==> src/rtl/cell_bist_pkg.sv <==
// Shared types and helpers for the standard-cell BIST controller.
package cell_bist_pkg;

  typedef enum logic [1:0] {
    ST_IDLE,
    ST_SETTLE,
    ST_SAMPLE,
    ST_FIN
  } state_e;

  function automatic int npat(input int n_in);
    return 1 << n_in;
  endfunction

endpackage

==> src/rtl/cell_bist_cmp.sv <==
// Registered comparator/accumulator: counts CUT mismatches and remembers the
// first failing pattern index of the current run.
module cell_bist_cmp #(
  parameter int N_IN = 4
) (
  input  logic            CK,
  input  logic            RST,
  input  logic            clr,
  input  logic            en,
  input  logic [N_IN-1:0] idx,
  input  logic            expected,
  input  logic            ZN,
  output logic [N_IN:0]   ERR_CNT,
  output logic [N_IN-1:0] FAIL_IDX
);

  logic [N_IN:0]   err_cnt_q, err_cnt_d;
  logic [N_IN-1:0] fail_idx_q, fail_idx_d;

  always_comb begin
    err_cnt_d  = err_cnt_q;
    fail_idx_d = fail_idx_q;
    if (clr) begin
      err_cnt_d  = '0;
      fail_idx_d = '0;
    end else if (en && (ZN != expected)) begin
      // Only the first mismatch of a run records its index.
      if (err_cnt_q == '0) fail_idx_d = idx;
      err_cnt_d = err_cnt_q + 1'b1;
    end
  end

  always_ff @(posedge CK) begin
    if (RST) begin
      err_cnt_q  <= '0;
      fail_idx_q <= '0;
    end else begin
      err_cnt_q  <= err_cnt_d;
      fail_idx_q <= fail_idx_d;
    end
  end

  assign ERR_CNT  = err_cnt_q;
  assign FAIL_IDX = fail_idx_q;

endmodule

==> src/rtl/cell_bist.sv <==
// BIST controller: walks every input pattern through one combinational cell,
// compares ZN against a latched truth table and reports pass/fail.
//   state     | meaning
//   ST_IDLE   | waiting for START, last result held
//   ST_SETTLE | pattern applied, wait counter running
//   ST_SAMPLE | compare ZN for current pattern
//   ST_FIN    | DONE pulse, result final
module cell_bist
  import cell_bist_pkg::*;
#(
  parameter int N_IN   = 4,
  parameter int SETTLE = 1
) (
  input  logic                  CK,
  input  logic                  RST,
  input  logic                  START,
  input  logic [2**N_IN-1:0]    TRUTH,
  output logic [N_IN-1:0]       A,
  input  logic                  ZN,
  output logic                  BUSY,
  output logic                  DONE,
  output logic                  PASS,
  output logic [N_IN-1:0]       FAIL_IDX,
  output logic [N_IN:0]         ERR_CNT
);

  localparam int              NPAT     = npat(N_IN);
  localparam logic [N_IN-1:0] IDX_LAST = N_IN'(NPAT - 1);
  localparam logic [3:0]      CNT_LAST = 4'(SETTLE - 1);

  state_e            state_q, state_d;
  logic [N_IN-1:0]   idx_q, idx_d;
  logic [3:0]        cnt_q, cnt_d;
  logic [NPAT-1:0]   truth_q, truth_d;
  logic              pass_q, pass_d;
  logic              clr, en, expected;

  assign expected = truth_q[idx_q];

  always_comb begin
    state_d = state_q;
    idx_d   = idx_q;
    cnt_d   = cnt_q;
    truth_d = truth_q;
    pass_d  = pass_q;
    clr     = 1'b0;
    en      = 1'b0;
    case (state_q)
      ST_IDLE: begin
        if (START) begin
          truth_d = TRUTH;
          idx_d   = '0;
          cnt_d   = '0;
          pass_d  = 1'b0;
          clr     = 1'b1;
          state_d = ST_SETTLE;
        end
      end
      ST_SETTLE: begin
        if (cnt_q == CNT_LAST) begin
          cnt_d   = '0;
          state_d = ST_SAMPLE;
        end else begin
          cnt_d = cnt_q + 1'b1;
        end
      end
      ST_SAMPLE: begin
        en = 1'b1;
        if (idx_q == IDX_LAST) begin
          // Fold the last comparison in so PASS is already valid during DONE.
          pass_d  = (ERR_CNT == '0) && (ZN == expected);
          state_d = ST_FIN;
        end else begin
          idx_d   = idx_q + 1'b1;
          state_d = ST_SETTLE;
        end
      end
      ST_FIN: begin
        state_d = ST_IDLE;
      end
      default: state_d = ST_IDLE;
    endcase
  end

  always_ff @(posedge CK) begin
    if (RST) begin
      state_q <= ST_IDLE;
      idx_q   <= '0;
      cnt_q   <= '0;
      truth_q <= '0;
      pass_q  <= 1'b0;
    end else begin
      state_q <= state_d;
      idx_q   <= idx_d;
      cnt_q   <= cnt_d;
      truth_q <= truth_d;
      pass_q  <= pass_d;
    end
  end

  cell_bist_cmp #(.N_IN(N_IN)) u_cmp (
    .CK       (CK),
    .RST      (RST),
    .clr      (clr),
    .en       (en),
    .idx      (idx_q),
    .expected (expected),
    .ZN       (ZN),
    .ERR_CNT  (ERR_CNT),
    .FAIL_IDX (FAIL_IDX)
  );

  assign BUSY = (state_q != ST_IDLE);
  assign DONE = (state_q == ST_FIN);
  assign A    = BUSY ? idx_q : '0;
  assign PASS = pass_q;

endmodule

==> config.mk <==
export PLATFORM = sky130hd
export DESIGN_NAME = cell_bist
export DESIGN_NICKNAME = d
export VERILOG_FILES = /design/src/rtl/cell_bist_pkg.sv /design/src/rtl/cell_bist_cmp.sv /design/src/rtl/cell_bist.sv
export SDC_FILE = /design/constraint.sdc
export NUM_CORES = 1
export LEC_CHECK = 0
export BUFFER_PORTS_ARGS = -buffer_cell sky130_fd_sc_hd__buf_2
export CAP_MARGIN = 5
export CELL_PAD_IN_SITES_DETAIL_PLACEMENT = 2
export CELL_PAD_IN_SITES_GLOBAL_PLACEMENT = 2
export CORE_ASPECT_RATIO = 0.9
export CORE_MARGIN = 2
export CORE_UTILIZATION = 31
export CTS_BUF_LIST = sky130_fd_sc_hd__clkbuf_4 sky130_fd_sc_hd__clkbuf_8 sky130_fd_sc_hd__clkbuf_16
export CTS_CLUSTER_SIZE = 40
export DETAILED_ROUTE_END_ITERATION = 8
export GPL_ROUTABILITY_DRIVEN = 1
export PLACE_DENSITY_LB_ADDON = 0.1
export SYNTH_ARGS = -nofsm -noshare
export SYNTH_HDL_FRONTEND = slang
export SYNTH_SLANG_ARGS = --single-unit
==> constraint.sdc <==
create_clock -name CK -period 2.6 [get_ports CK]
set_clock_uncertainty 0.15 [all_clocks]
set_input_delay 0 -clock CK [delete_from_list [all_inputs] [get_ports CK]]
set_output_delay 0 -clock CK [all_outputs]
set_load 0.01 [all_outputs]
==> impl_metrics.csv <==
group,metric,value,unit
global_routing,grt_pass1_wl,8.29,mm
min_path,holdCritStartpoint,"ZN",
place,port_buffers,35,
floorplanning,die_w,84.9,um
route,dr.pass1.iters,2,
clocking,cts-root-buf,"clkbuf_8",
floorplanning,io_pins,36,
synthesis,synthCells,223,
floorplanning,initial_utilization,0.321,
synthesis,yosys.area_share.adder,0.0342,
route,first_iter_violations,40,
timing,hold_viol_final,0,
outcome,status,"finished clean",
final_layout,final_cell_mix,"nand2_1 (46), dfxtp_1 (35), buf_2 (35)",
clocking,clk_latency,0.29,ns
synthesis,avgSynthCellArea,8.19,sq um
setup_path,worst-setup-path-type,"flip-flop to flip-flop",
setup_path,cp_cell_sequence,"mux4_2 -> mux2i_4 -> mux2i_1 -> nand2_1 -> nand4_1 -> mux2i_1",
synthesis,synth_simple_gate_area_frac,0.252,
timing,maxSlewViolCount,0,
setup_path,cp_top_family,"multiplexers",
timing,finalSetupViolations,0,
final_layout,layout_commonest_cell,"nand2_1",
synthesis,ys_seq_elements,36,
floorplanning,die_h,76.8,um
synthesis,synth_compound_area_frac,0.112,
place,hpwl,3.45,mm
power,p_int,939,uW
timing,final.setup.tns,0,ns
job,maxCapViolations,0,
clocking,cts_tree,"built",
power,p_per_area,533,mW/mm^2
setup_path,cp_data_required_time,2.67,ns
synthesis,yosys_warnings,0,
setup_path,startpoint,"idx_q[1]",
power,power_switching,306,uW
setup_path,worst_path_largest_cell_delay,0.56,ns
synthesis,synth.area.mux_share,0.126,
synthesis,synth_seq_area_share,0.395,
setup_path,cpMostUsedCell,"mux2i_1",
clocking,cts_sinks,36,
setup_path,arrival,2.42,ns
floorplanning,dieArea,0.00652,sq mm
final_layout,num_antenna_cells,0,
power,combPwrFrac,0.123,
route,wl_met2,2.37,mm
synthesis,synth-xor-area-share,0.0336,
route,drtAntennaViolNets,0,
synthesis,synthesis.nets,248,
setup_path,path_max_fanout,9,
global_routing,gr-total-overflow,0,
timing,relSlewSlack,0.625,
global_routing,grt_pass1_vias,1740,
power,clock_power_share,0.404,
timing,layout_min_cycle_time,2.34,ns
route,dr.max_layer_used,"met4",
floorplanning,core,0.00569,sq mm
route,wl_met3,133,um
final_layout,syn2layout_area_growth,27.8,%
synthesis,synth_area,0.00183,sq mm
floorplanning,row_count,26,
final_layout,fin_util,0.410,
timing,fmax,0.427,GHz
timing,finalCritPeriodShare,0.901,
route,drc,0,
global_routing,grt_max_degree,30,
synthesis,yosys.cell_types.count,33,
route,totalWireLength,4.86,mm
place,place_congestion,0.741,
setup_path,slowest_stage,"mux4_2",
route,vias_per_cell,4.93,
global_routing,antenna_found_initial,0,
min_path,hold_path_class,"primary input to flip-flop",
power,p_seq_frac,0.473,
power,swShare,0.246,
timing,worstMarginPinSlew,0.562,ns
power,irDropWorstVdd,0.279,mV
final_layout,final_nets,296,
final_layout,drive_above_1_share,0.206,
setup_path,r2r-start,"idx_q[1]",
clocking,htree_levels,2,
global_routing,grt_usage,0.162,
clocking,cts.clk_slew.worst_paths,0.07,ns
setup_path,crit_buf_inv,0,
route,vias,1686,
route,drt-met1-wl,2.28,mm
clocking,post_cts_buffers,0,
synthesis,synth_top_family_by_area,"simple AND/OR/NAND/NOR gates",
clocking,cts_buffers,5,
clocking,clock_path_buffers,2,
power,cellLeakagePower,0.955,nW
setup_path,endpoint_kind,"flip-flop",
route,wl_per_cell,14.2,um
setup_path,start_kind,"flip-flop",
timing,rsz0062_at_grt,"no",
path summary, 6_finish.rpt:
kind | endpoint | slack (ns) | depth (start not counted)
worst max-delay path | u_cmp.ERR_CNT[3] | 0.26 | 6
worst min-delay path | PASS | 0.03 | 4
worst max register to register | u_cmp.ERR_CNT[3] | 0.26 | 6
worst min register to register | u_cmp.FAIL_IDX[1] | 0.31 | 2
routing by layer:
| layer | vias up | GRT usage |
|---|---|---|
| met3 | 7 | 0.0323 |
| li1 | 843 | - |
| met1 | 809 | 0.201 |
| met4 | 0 | 0.0667 |
| met2 | 27 | 0.274 |
| met5 | - | 0 |
tightest hold or removal path, stage by stage:
cell     delay (ns)
buf_2          0.20
xnor2_1        0.10
nand3_1        0.06
a21oi_1        0.06
kinds of logic (layout without fill, tap and decap cells):
kind of cell / Yosys count / in the layout
compound gates: 37 / 37
xor+xnor: 7 / 7
fa+ha+maj: 5 / 5
buf+inv: 20 / 69
flops: 36 / 36
mux: 15 / 15
simple gates: 103 / 103
power by group through the flow:
stage          sequential [mW]  combinational (mW)  clock, mW
6_report                 0.588               0.153      0.503
2_1_floorplan            0.590              0.0990          0
3_3_place_gp             0.601               0.134          0
4_1_cts                  0.588               0.157      0.523
3_5_place_dp             0.601               0.137          0
5_1_grt                  0.592               0.175      0.542
repair_timing:
| item | in CTS | in global routing |
|---|---|---|
| gates resized for setup | 0 | 1 |
| endpoints found under the hold margin | 17 | 0 |
| endpoints found under the setup margin | 0 | 3 |
| hold buffers | 17 | 0 |
through the flow:
stage | power (mW) | instances | area, sq um | hold slack [ns] | setup WS [ns]
after global routing | 1.31 | 342 | 2330 | 0.0685 | 0.115
after floorplan | 0.689 | 223 | 1830 | -0.0140 | 0.422
after global placement | 0.735 | 317 | 2050 | 0.0953 | 0.195
final | 1.24 | 342 | 2330 | 0.0317 | 0.256
after CTS | 1.27 | 342 | 2330 | 0.0285 | 0.0730
after detailed placement | 0.738 | 317 | 2050 | 0.100 | 0.101
state kept, by name, summed over array words and instances, names as in the netlist:
signal,flops
state_q,2
truth_q,16
u_cmp.FAIL_IDX,4
cnt_q,4
PASS,1
u_cmp.ERR_CNT,5
idx_q,4
cell type report:
class,count,area [sq um]
inverters,5,18.8
clock inverters,2,35.0
repair buffers,56,375
clock buffers,6,76.3
well taps,70,87.6
flip-flops and latches,36,722
fillers,648,3360
multi-input cells,167,1020
cell usage after synthesis:
| cell type | instances | share of area |
|---|---|---|
| nand4b_1 | 1 | 0.0048 |
| and2_1 | 3 | 0.010 |
| xor2_1 | 2 | 0.0096 |
| buf_2 | 3 | 0.0082 |
| mux4_2 | 4 | 0.049 |
| xnor2_1 | 5 | 0.024 |
| mux2i_1 | 8 | 0.044 |
| a2bb2oi_1 | 1 | 0.0048 |
| nor2b_1 | 7 | 0.024 |
| nor3b_1 | 1 | 0.0041 |
| clkbuf_1 | 10 | 0.021 |
| nor4b_1 | 1 | 0.0048 |
| or3_1 | 2 | 0.0068 |
| a311oi_1 | 1 | 0.0048 |
| a21oi_1 | 27 | 0.074 |
| buf_6 | 1 | 0.0062 |
| nand3_1 | 7 | 0.019 |
| buf_1 | 1 | 0.0021 |
| nor2_1 | 25 | 0.051 |
| ha_1 | 5 | 0.034 |
| and3_1 | 1 | 0.0034 |
| mux2i_4 | 2 | 0.025 |
| dfxtp_1 | 36 | 0.39 |
| a41oi_1 | 1 | 0.0048 |
| mux2_4 | 1 | 0.0082 |
| a211oi_1 | 1 | 0.0041 |
| nor3_1 | 3 | 0.0082 |
| a21boi_2 | 1 | 0.0062 |
| nand2b_1 | 3 | 0.010 |
| nand2_1 | 46 | 0.095 |
| o21ai_0 | 5 | 0.014 |
| nand4_1 | 3 | 0.010 |
| inv_1 | 5 | 0.010 |
(Power assumes the default switching activity.)
